[config.mk]
export PLATFORM = sky130hd
export DESIGN_NAME = iob_rd_agu_flat
export DESIGN_NICKNAME = d
export VERILOG_FILES = /design/src/rtl/npu_iob_pkg.sv /design/src/rtl/iob_rd_if.sv /design/src/rtl/iob_scan_cnt.sv /design/src/rtl/iob_rd_agu.sv /design/src/flat_wrapper.sv
export SDC_FILE = /design/constraint.sdc
export NUM_CORES = 1
export LEC_CHECK = 0
export CAP_MARGIN = 20
export CORE_ASPECT_RATIO = 1.5
export CORE_MARGIN = 10
export CORE_UTILIZATION = 45
export DETAILED_ROUTE_END_ITERATION = 10
export GPL_TIMING_DRIVEN = 0
export PLACE_DENSITY = 0.63
export SYNTH_ARGS = -nofsm -noshare
export SYNTH_HDL_FRONTEND = slang
export SYNTH_SLANG_ARGS = --single-unit
[constraint.sdc]
create_clock -name i_clk -period 14 [get_ports i_clk]
set_input_delay 2.8 -clock i_clk [delete_from_list [all_inputs] [get_ports i_clk]]
set_output_delay 2.8 -clock i_clk [all_outputs]
set_load 0.01 [all_outputs]
[src/rtl/npu_iob_pkg.sv]
// Shared io_buffer AGU definitions: geometry widths, FSM encoding, tile config.
package npu_iob_pkg;

   localparam int unsigned AWD   = 12;
   localparam int unsigned DIM_W = 8;
   localparam int unsigned PAD_W = 2;
   localparam int unsigned PLN_W = 4;
   // One extra bit so that H+2P / W+2P cannot overflow the scan counters.
   localparam int unsigned CNT_W = DIM_W + 1;

   typedef enum logic [1:0] {
      StIdle = 2'd0,
      StRun  = 2'd1,
      StDone = 2'd2
   } agu_state_e;

   typedef struct packed {
      logic [AWD-1:0]   base;
      logic [DIM_W-1:0] width;
      logic [DIM_W-1:0] height;
      logic [PAD_W-1:0] pad;
      logic [AWD-1:0]   row_stride;
      logic [PLN_W-1:0] planes;
      logic [AWD-1:0]   plane_stride;
   } iob_cfg_t;

   function automatic logic cfg_legal(input iob_cfg_t cfg);
      return (cfg.width != '0) && (cfg.height != '0) && (cfg.planes != '0);
   endfunction

   // Padded extent of one dimension: dim + 2*pad.
   function automatic logic [CNT_W-1:0] padded_extent(input logic [DIM_W-1:0] dim,
                                                      input logic [PAD_W-1:0] pad);
      return CNT_W'(dim) + CNT_W'({pad, 1'b0});
   endfunction

endpackage

[src/rtl/iob_rd_if.sv]
// io_buffer internal read port: address/enables towards the buffer, stall back.
interface iob_rd_if;
   import npu_iob_pkg::*;

   logic [AWD-1:0] raddr;
   logic           rd_en;
   logic           pad_en;
   logic           wsel;
   logic           stall;

   modport master (output raddr, output rd_en, output pad_en, output wsel, input stall);
   modport slave  (input raddr, input rd_en, input pad_en, input wsel, output stall);

endinterface

[src/rtl/iob_scan_cnt.sv]
// Nested column/row/plane raster counters with wrap, last-beat and pad-region detect.
// When init_i is high the current position is taken as (0,0,0) regardless of state,
// which lets the first beat issue on the same edge that samples start.
module iob_scan_cnt
   import npu_iob_pkg::*;
(
   input  logic             clk_i,
   input  logic             rst_ni,
   input  logic             init_i,
   input  logic             adv_i,
   input  logic [DIM_W-1:0] width_i,
   input  logic [DIM_W-1:0] height_i,
   input  logic [PAD_W-1:0] pad_i,
   input  logic [PLN_W-1:0] planes_i,
   output logic             pad_beat_o,
   output logic             row_int_o,
   output logic             col_last_o,
   output logic             row_last_o,
   output logic             last_o
);

   logic [CNT_W-1:0] c_q, c_d, c_cur;
   logic [CNT_W-1:0] r_q, r_d, r_cur;
   logic [PLN_W-1:0] p_q, p_d, p_cur;
   logic [CNT_W-1:0] pad_ext, col_end, row_end;
   logic             col_int, plane_last;

   assign c_cur = init_i ? '0 : c_q;
   assign r_cur = init_i ? '0 : r_q;
   assign p_cur = init_i ? '0 : p_q;

   assign pad_ext = CNT_W'(pad_i);
   assign col_end = padded_extent(width_i, pad_i) - CNT_W'(1);
   assign row_end = padded_extent(height_i, pad_i) - CNT_W'(1);

   assign row_int_o  = (r_cur >= pad_ext) && (r_cur < CNT_W'(height_i) + pad_ext);
   assign col_int    = (c_cur >= pad_ext) && (c_cur < CNT_W'(width_i) + pad_ext);
   assign pad_beat_o = !(row_int_o && col_int);

   assign col_last_o = (c_cur == col_end);
   assign row_last_o = (r_cur == row_end);
   assign plane_last = (p_cur == planes_i - PLN_W'(1));
   assign last_o     = col_last_o && row_last_o && plane_last;

   // Raster advance: column fastest, then row, then plane.
   always_comb begin
      c_d = c_q;
      r_d = r_q;
      p_d = p_q;
      if (adv_i) begin
         c_d = c_cur + CNT_W'(1);
         r_d = r_cur;
         p_d = p_cur;
         if (col_last_o) begin
            c_d = '0;
            r_d = r_cur + CNT_W'(1);
            if (row_last_o) begin
               r_d = '0;
               p_d = plane_last ? '0 : p_cur + PLN_W'(1);
            end
         end
      end else if (init_i) begin
         c_d = '0;
         r_d = '0;
         p_d = '0;
      end
   end

   // Counter state.
   always_ff @(posedge clk_i or negedge rst_ni) begin
      if (!rst_ni) begin
         c_q <= '0;
         r_q <= '0;
         p_q <= '0;
      end else begin
         c_q <= c_d;
         r_q <= r_d;
         p_q <= p_d;
      end
   end

endmodule

[src/rtl/iob_rd_agu.sv]
// io_buffer read address generator: walks a padded tile in raster order, issuing
// one pad or read beat per unstalled cycle. Addresses come from incremental adders.
module iob_rd_agu
   import npu_iob_pkg::*;
(
   input  logic             i_clk,
   input  logic             i_rst_n,
   input  logic             i_start,
   input  logic [AWD-1:0]   i_base_addr,
   input  logic [DIM_W-1:0] i_width,
   input  logic [DIM_W-1:0] i_height,
   input  logic [PAD_W-1:0] i_pad,
   input  logic [AWD-1:0]   i_row_stride,
   input  logic [PLN_W-1:0] i_planes,
   input  logic [AWD-1:0]   i_plane_stride,
   iob_rd_if.master         iob,
   output logic             o_busy,
   output logic             o_last,
   output logic             o_done,
   output logic             o_err
);

   agu_state_e     state_q;
   iob_cfg_t       cfg_in, cfg_q, cfg_eff;
   logic [AWD-1:0] plane_base_q, row_base_q, col_addr_q;
   logic [AWD-1:0] pb_d, rb_d, ca_d;
   logic [AWD-1:0] cur_pb, cur_rb, cur_ca;
   logic [AWD-1:0] raddr_q;
   logic           rd_en_q, pad_en_q, busy_q, last_q, done_q, err_q, err_pend_q;
   logic           idle, start_ok, issue;
   logic           pad_beat, row_int, col_last, row_last, scan_last;

   assign cfg_in = '{base:         i_base_addr,
                     width:        i_width,
                     height:       i_height,
                     pad:          i_pad,
                     row_stride:   i_row_stride,
                     planes:       i_planes,
                     plane_stride: i_plane_stride};

   assign idle     = (state_q == StIdle);
   // In IDLE the live inputs describe the beat issued on the start edge.
   assign cfg_eff  = idle ? cfg_in : cfg_q;
   assign start_ok = idle && i_start && cfg_legal(cfg_in);
   assign issue    = (start_ok || (state_q == StRun)) && !iob.stall;

   assign cur_pb = idle ? cfg_eff.base : plane_base_q;
   assign cur_rb = idle ? cfg_eff.base : row_base_q;
   assign cur_ca = idle ? cfg_eff.base : col_addr_q;

   iob_scan_cnt u_scan (
      .clk_i      (i_clk),
      .rst_ni     (i_rst_n),
      .init_i     (idle),
      .adv_i      (issue),
      .width_i    (cfg_eff.width),
      .height_i   (cfg_eff.height),
      .pad_i      (cfg_eff.pad),
      .planes_i   (cfg_eff.planes),
      .pad_beat_o (pad_beat),
      .row_int_o  (row_int),
      .col_last_o (col_last),
      .row_last_o (row_last),
      .last_o     (scan_last)
   );

   // Address adders: column step on interior beats, row step after interior rows,
   // plane step on plane wrap (which also rebases row and column).
   always_comb begin
      pb_d = cur_pb;
      rb_d = cur_rb;
      ca_d = cur_ca;
      if (issue) begin
         if (col_last) begin
            if (row_last) begin
               pb_d = cur_pb + cfg_eff.plane_stride;
               rb_d = pb_d;
               ca_d = pb_d;
            end else begin
               rb_d = cur_rb + (row_int ? cfg_eff.row_stride : '0);
               ca_d = rb_d;
            end
         end else if (!pad_beat) begin
            ca_d = cur_ca + AWD'(1);
         end
      end
   end

   // Control FSM with registered beat and status outputs.
   always_ff @(posedge i_clk or negedge i_rst_n) begin
      if (!i_rst_n) begin
         state_q      <= StIdle;
         cfg_q        <= '0;
         plane_base_q <= '0;
         row_base_q   <= '0;
         col_addr_q   <= '0;
         raddr_q      <= '0;
         rd_en_q      <= 1'b0;
         pad_en_q     <= 1'b0;
         busy_q       <= 1'b0;
         last_q       <= 1'b0;
         done_q       <= 1'b0;
         err_q        <= 1'b0;
         err_pend_q   <= 1'b0;
      end else begin
         rd_en_q      <= 1'b0;
         pad_en_q     <= 1'b0;
         last_q       <= 1'b0;
         done_q       <= 1'b0;
         err_q        <= 1'b0;
         plane_base_q <= pb_d;
         row_base_q   <= rb_d;
         col_addr_q   <= ca_d;

         if (issue) begin
            rd_en_q  <= !pad_beat;
            pad_en_q <= pad_beat;
            last_q   <= scan_last;
            // Pad beats leave the address untouched.
            if (!pad_beat) raddr_q <= cur_ca;
         end

         unique case (state_q)
            StIdle: begin
               if (i_start) begin
                  if (start_ok) begin
                     cfg_q <= cfg_in;
                     // A 1x1x1 tile finishes on the start edge itself.
                     if (issue && scan_last) begin
                        state_q <= StDone;
                     end else begin
                        state_q <= StRun;
                        busy_q  <= 1'b1;
                     end
                  end else begin
                     state_q    <= StDone;
                     err_pend_q <= 1'b1;
                  end
               end
            end
            StRun: begin
               if (issue && scan_last) begin
                  state_q <= StDone;
                  busy_q  <= 1'b0;
               end
            end
            StDone: begin
               done_q     <= 1'b1;
               err_q      <= err_pend_q;
               err_pend_q <= 1'b0;
               state_q    <= StIdle;
            end
            default: state_q <= StIdle;
         endcase
      end
   end

   assign iob.raddr  = raddr_q;
   assign iob.rd_en  = rd_en_q;
   assign iob.pad_en = pad_en_q;
   // The read side owns the buffer select only while scanning.
   assign iob.wsel   = busy_q;
   assign o_busy     = busy_q;
   assign o_last     = last_q;
   assign o_done     = done_q;
   assign o_err      = err_q;

endmodule
[src/flat_wrapper.sv]
// flat-port wrapper written by rule: the top's interface ports become plain ports
module iob_rd_agu_flat import npu_iob_pkg::*;
  (i_clk, i_rst_n, i_start, i_base_addr, i_width, i_height, i_pad, i_row_stride, i_planes, i_plane_stride, o_busy, o_last, o_done, o_err, iob_raddr, iob_rd_en, iob_pad_en, iob_wsel, iob_stall);
  iob_rd_if iob_i ();
  input  logic i_clk;
  input  logic i_rst_n;
  input  logic i_start;
  input  logic [AWD-1:0] i_base_addr;
  input  logic [DIM_W-1:0] i_width;
  input  logic [DIM_W-1:0] i_height;
  input  logic [PAD_W-1:0] i_pad;
  input  logic [AWD-1:0] i_row_stride;
  input  logic [PLN_W-1:0] i_planes;
  input  logic [AWD-1:0] i_plane_stride;
  output logic o_busy;
  output logic o_last;
  output logic o_done;
  output logic o_err;
  output wire logic [$bits(iob_i.raddr)-1:0] iob_raddr;
  output wire logic [$bits(iob_i.rd_en)-1:0] iob_rd_en;
  output wire logic [$bits(iob_i.pad_en)-1:0] iob_pad_en;
  output wire logic [$bits(iob_i.wsel)-1:0] iob_wsel;
  input wire logic [$bits(iob_i.stall)-1:0] iob_stall;
  assign iob_raddr = iob_i.raddr;
  assign iob_rd_en = iob_i.rd_en;
  assign iob_pad_en = iob_i.pad_en;
  assign iob_wsel = iob_i.wsel;
  assign iob_i.stall = iob_stall;
  iob_rd_agu u_core (.i_clk(i_clk), .i_rst_n(i_rst_n), .i_start(i_start), .i_base_addr(i_base_addr), .i_width(i_width), .i_height(i_height), .i_pad(i_pad), .i_row_stride(i_row_stride), .i_planes(i_planes), .i_plane_stride(i_plane_stride), .iob(iob_i), .o_busy(o_busy), .o_last(o_last), .o_done(o_done), .o_err(o_err));
endmodule
## After elaboration in Yosys (flattened, before gate mapping)

Index checks and enable logic that the tools add are counted.

- Register bits after elaboration: 137
- Latch bits: 0
- RAM bits: 0
- ROM bits: 0
- Input bits: 62
- Output and inout bits: 19
- Logic and storage cells: 118
- Memories kept: 0

- Add/subtract/negate cells: 13
- $mul: 0
- Div/mod/pow operators: 0
- Magnitude comparators: 4
- Eq/ne operators: 10
- Shift operators: 0
- Mux-type cells: 44
- Bitwise operators: 0
- Reductions and logical operators: 25

Operators with widths:

| cell | count |
|---|---|
| two-way mux 12 bit | 13 |
| two-way mux 9 bit | 7 |
| two-way mux 58 bit | 1 |
| adder 12 bit | 2 |
| two-way mux 4 bit | 5 |
| adder 8 x 2 -> 9 bit | 2 |
| adder 8 x 3 -> 9 bit | 2 |
| adder 9 x 1 -> 9 bit, second input constant | 2 |
| == test 9 bit | 2 |
| greater-or-equal comparator 9 x 2 -> 1 bit | 2 |
| less-than comparator 9 bit | 2 |
| subtractor 9 x 1 -> 9 bit, second input constant | 2 |
| nonzero test 8 bit | 2 |
| adder 12 x 1 -> 12 bit, second input constant | 1 |
| logical AND 1 bit | 11 |
| two-way mux 1 bit | 11 |
| != test 2 bit, second input constant | 5 |
| two-way mux 2 bit | 4 |
| AND reduction 3 bit | 2 |
| AND reduction 5 bit | 1 |
| adder 4 x 1 -> 4 bit, second input constant | 1 |
| == test 4 bit | 1 |
| case mux 1 bit (2 select lines) | 2 |
| case mux 2 bit (2 select lines) | 1 |
| other kinds (9) | 12 |

## Logic depth before layout (Yosys ltp)

- Word-level depth: 12
- Gate-level depth with buffers: 34
- Gate-level depth less buffers: 25

## Modules after synthesis

A second synthesis with hierarchy kept.

- Cells, all modules: 1,102
- Area total of the unflattened synthesis: 9,514.1 µm²

Modules (own cells, without submodules):

| module | times used | cells each | area an instance (µm²) | seq. area each (µm²) |
|---|---|---|---|---|
| iob_rd_agu | 1 | 704 | 6,274.8 | 2,577.5 |
| iob_scan_cnt | 1 | 398 | 3,239.4 | 550.5 |

## Worst setup path after synthesis

OpenSTA, ideal clock, no wires.

- Path type: input-to-reg
- Start: in i_pad[1]
- End: reg u_core.col_addr_q[10]
- Setup time: 0.142 ns
- Arrival: 7.333 ns
- Required time: 13.858 ns
- Setup slack: 6.525 ns
- Stages on the path: 24
- Path buffers: 2
- Cell sequence: mux2i_1 -> buf_1 -> xor2_1 -> ha_1 -> nor2_1 -> nor3_1 -> nand2_1 -> xnor2_1 -> ha_1 -> and4_1 -> o221ai_1 -> nand2_1 -> clkbuf_1 -> a21oi_1 -> ha_1 -> fa_1 -> a21o_1 -> a211oi_1 -> o21ai_0 -> a31o_2 -> a21oi_1 -> xnor2_1 -> a211oi_1 -> a211oi_1

- Word-level cells in the longest chain between the ends: 9
- Elaborated cells on any way between the ends: 22
- Classes of those cells: 7 x add/sub; 4 x order compare; 2 x eq/ne; 6 x mux; 3 x reduce/logical

Ends and longest elaborated chain:

| element | line | source |
|---|---|---|
| from (decl) | flat_wrapper.sv:11 | `input logic [PAD_W-1:0] i_pad;` |
| two-way mux 58 bit (*) | iob_rd_agu.sv:43 | `assign cfg_eff = idle ? cfg_in : cfg_q;` |
| adder 8 x 2 -> 9 bit | iob_scan_cnt.sv:36 | `assign row_int_o = (r_cur >= pad_ext) && (r_cur < CNT_W'(height_i) + pad_ext);` |
| less-than comparator 9 bit | iob_scan_cnt.sv:36 |  |
| logical AND 1 bit | iob_scan_cnt.sv:36 |  |
| two-way mux 12 bit | iob_rd_agu.sv:80 | `rb_d = cur_rb + (row_int ? cfg_eff.row_stride : '0);` |
| adder 12 bit | iob_rd_agu.sv:80 |  |
| two-way mux 12 bit | iob_rd_agu.sv:75 | `if (row_last) begin` |
| two-way mux 12 bit (*) | iob_rd_agu.sv:74 | `if (col_last) begin` |
| two-way mux 12 bit (*) | iob_rd_agu.sv:73 | `if (issue) begin` |
| named net u_core.ca_d[10] | iob_rd_agu.sv:26 | `logic [AWD-1:0] pb_d, rb_d, ca_d;` |
| to (signal assigned) | iob_rd_agu.sv:96 | `col_addr_q <= '0;` |
| to (signal assigned) | iob_rd_agu.sv:113 | `col_addr_q <= ca_d;` |
| to (decl) | iob_rd_agu.sv:25 | `logic [AWD-1:0] plane_base_q, row_base_q, col_addr_q;` |

The timed path passes the listed nets; every way through them passes the cells marked *.
A chain may end at the register's enable or synchronous reset.

## Worst setup path after layout

Same ends and word-level chain as after synthesis.

==> flow_metrics.py <==
metrics = {
    "critical_path": {
        "worstSetupEndpointType": "register",
        "critPathKind": "input port to register",
        "arrival_ns": 9.09,
        "slowest_delay_ns": 0.54,
        "startpoint_type": "input port",
        "worstReg2RegStart": "u_core.state_q[1]",
        "crit_path_top_delay_cell": "buf_1",
        "crit_required_ns": 14.28,
        "path_max_fanout": 11,
        "reg2reg_depth": 33,
        "r2r_slack_ns": 5.34,
        "worstReg2RegEnd": "u_core.col_addr_q[10]",
    },
    "floorplanning": {
        "dieArea_mm2": 0.0268,
        "die_h_um": 195,
        "io_pins": 81,
        "rows": 64,
        "start_util": 0.454,
        "die_x_um": 137,
        "core_area_mm2": 0.0203,
    },
    "global_route": {
        "grt_use_total": 0.215,
        "antenna_found_initial": 0,
        "grt_max_degree": 76,
        "grt_pass1_wl_um": 44700,
        "grt_pass1_vias": 8336,
        "grt_overflow_total": 0,
    },
    "placed_design": {
        "post-dp-hpwl_um": 21900,
        "io_buffers": 80,
        "post-place-ws_ns": 4.79,
        "postPlaceCellArea_mm2": 0.0104,
        "routabilityCongestion": 0.956,
    },
    "layout": {
        "syn_to_final_growth_pct": 19.1,
        "layout-drive-gt1-share": 0.0915,
        "layout.nets": 1298,
        "num_antenna_cells": 0,
        "stdcell_area_mm2": 0.0110,
        "seq_area_mm2": 0.00313,
        "multiInputGateArea_mm2": 0.00574,
        "fillers": 1963,
    },
    "timing": {
        "period_minus_slack_ns": 8.81,
        "slew_headroom": 0.451,
        "fmax_ghz": 0.114,
        "setup_tns_ns": 0,
        "tightest_slew_ns": 0.824,
        "fin_ws_ns": 5.19,
        "slew_viol_final": 0,
        "setup_viol_count_final": 0,
        "rsz0062_at_grt": "false",
        "finalCritPeriodShare": 0.629,
        "whs_ns": 0.476,
        "hold_viol_final": 0,
        "fin_skew_ns": 0.00836,
    },
    "routing": {
        "routed_wl_um": 28300,
        "post-route-drc-count": 0,
        "drtIter0Drc": 482,
        "drtAntennaViolNets": 0,
        "dr_total_vias": 8054,
        "routed_via_density": 5.62,
        "drt-pass1-iter-count": 5,
        "wl_per_cell_um": 19.7,
    },
    "clock_tree": {
        "root_buffer": "clkbuf_16",
        "ctsHtreeMaxLevel": 4,
        "cts_hold_buffers": 0,
        "post_cts.repair.setup_buffers": 0,
        "cts_resized": 0,
        "cts_tree": "done",
        "cts_buffer_depth": 2,
        "cts.sinks": 125,
        "numCtsBuffers": 17,
        "clk_pin_slew_ns": 0.06,
        "insertion_delay_ns": 0.43,
    },
    "min_path": {
        "hold_class": "register to register",
        "worstHoldPathCells": 2,
        "min_from": "u_core.cfg_q[35]",
        "hold-path-endpoint": "u_core.cfg_q[35]",
    },
    "synth": {
        "synth_edf_count": 0,
        "ys_ff_latch": 125,
        "yosysMostFrequentCell": "nand2_1",
        "async_flop_share": 1.00,
        "syn-cell-area_mm2": 0.00924,
        "yosysSeqAreaShare": 0.339,
        "yosys_most_used_dff": "dfrtp_1",
        "syn_avg_cell_area_um2": 8.74,
        "synth_area_leaders": "dfrtp_1, ha_1, nand2_1",
        "synth_common_cells": "nand2_1, dfrtp_1, nor2_1",
        "yosys_warnings": 0,
        "synth_top_cell_area_share": 0.339,
        "yosysUniqueCellTypes": 73,
        "synthCells": 1057,
        "yosysTopAreaCell": "dfrtp_1",
        "syn-num-nets": 1198,
    },
    "pwr": {
        "vdd_drop_max_mv": 0.139,
        "p_per_area_mw_per_mm2": 285,
        "p_leak_nw": 5.13,
    },
    "run": {
        "max-cap-violations": 0,
    },
    "outcome": {
        "status": "finished, final reports clean",
    },
}
==> report_power, final <==
| part | switching (mW) | internal [mW] | leakage [nW] |
|---|---|---|---|
| combinational | 1.24 | 0.851 | 3.29 |
| clock | 0.177 | 0.286 | 0.294 |
| sequential | 0.0739 | 0.510 | 1.54 |
| total | 1.49 | 1.65 | 5.13 |
==> worst max path at each step <==
stage	slack, ns	start	to	depth (start not counted)
after floorplan	6.52	i_pad[1]	u_core.col_addr_q[10]	24
after global placement	4.81	i_pad[1]	u_core.col_addr_q[10]	25
after detailed placement	4.79	i_pad[1]	u_core.col_addr_q[10]	25
after CTS	5.20	i_pad[1]	u_core.col_addr_q[10]	25
after global routing	4.81	i_pad[1]	u_core.row_base_q[11]	25
final	5.19	i_pad[1]	u_core.col_addr_q[10]	25
==> sequential cells by signal, indices dropped and copies added (netlist names) <==
| signal | cells |
|---|---|
| u_core.iob.rd_en | 1 |
| u_core.o_last | 1 |
| u_core.err_pend_q | 1 |
| u_core.iob.raddr | 12 |
| u_core.iob.wsel | 1 |
| u_core.row_base_q | 12 |
| u_core.plane_base_q | 12 |
| u_core.o_done | 1 |
| u_core.u_scan.c_q | 9 |
| u_core.col_addr_q | 12 |
| u_core.u_scan.r_q | 9 |
| u_core.state_q | 2 |
| u_core.u_scan.p_q | 4 |
| u_core.o_err | 1 |
| u_core.cfg_q | 46 |
| u_core.iob.pad_en | 1 |
==> per-stage QoR <==
stage	util	instances	total power, mW
global placement	0.510	1401	2.63
CTS	0.541	1434	3.13
detailed placement	0.511	1402	2.66
floorplan	-	1057	2.12
finish	0.541	1434	3.13
global route	0.541	1434	3.41
==> worst max-delay path: cells and delay by family <==
family,cells,cell delay [ns]
compound gates,9,2.00
buf+inv,3,1.39
xor+xnor,3,0.43
simple gates,5,0.92
fa+ha+maj,4,1.11
mux,1,0.41
==> final cells by class <==
class / count / area share
Clock inverter: 13 / 0.0149
Sequential cell: 125 / 0.284
Timing Repair Buffer: 81 / 0.0754
Tap cell: 264 / 0.0300
Multi-Input combinational cell: 844 / 0.522
Clock buffer: 19 / 0.0402
Buffer: 45 / 0.0186
Inverter: 43 / 0.0147
==> layout by cell type, fill, tap and decap left out, types with 10 or more instances in the layout <==
cell and n:
nor2_1 96, mux2i_1 23, xnor2_1 49, inv_1 41
nand3_1 24, a21oi_1 89, o21ai_0 34, a21o_1 31
nand4_1 10, dfrtp_1 125, nor3_1 29, xor2_1 23
clkbuf_1 21, nor3b_1 11, nor4_1 11, ha_1 75
nand2_1 136, clkbuf_16 17, a211oi_1 16, and2_1 22
buf_2 11, mux2_2 43, clkdlybuf4s50_1 79
==> layer usage <==
| metal | global-route usage | part of all wire |
|---|---|---|
| met1 | 0.238 | 0.40 |
| met2 | 0.378 | 0.52 |
| met3 | 0.0339 | 0.031 |
| met4 | 0.120 | 0.052 |
| met5 | 0 | 0 |
==> kinds of logic after synthesis <==
group / after synthesis / synth area share
and+or+nand+nor: 389 / 0.201
xor gates and xnor gates: 72 / 0.0683
AOI/OAI and AO/OA: 237 / 0.164
adders and majority gates: 79 / 0.110
buffers and inverters: 88 / 0.0397
DFF: 125 / 0.339
muxes: 67 / 0.0785
No activity file was read; power rests on OpenSTA's default activity.
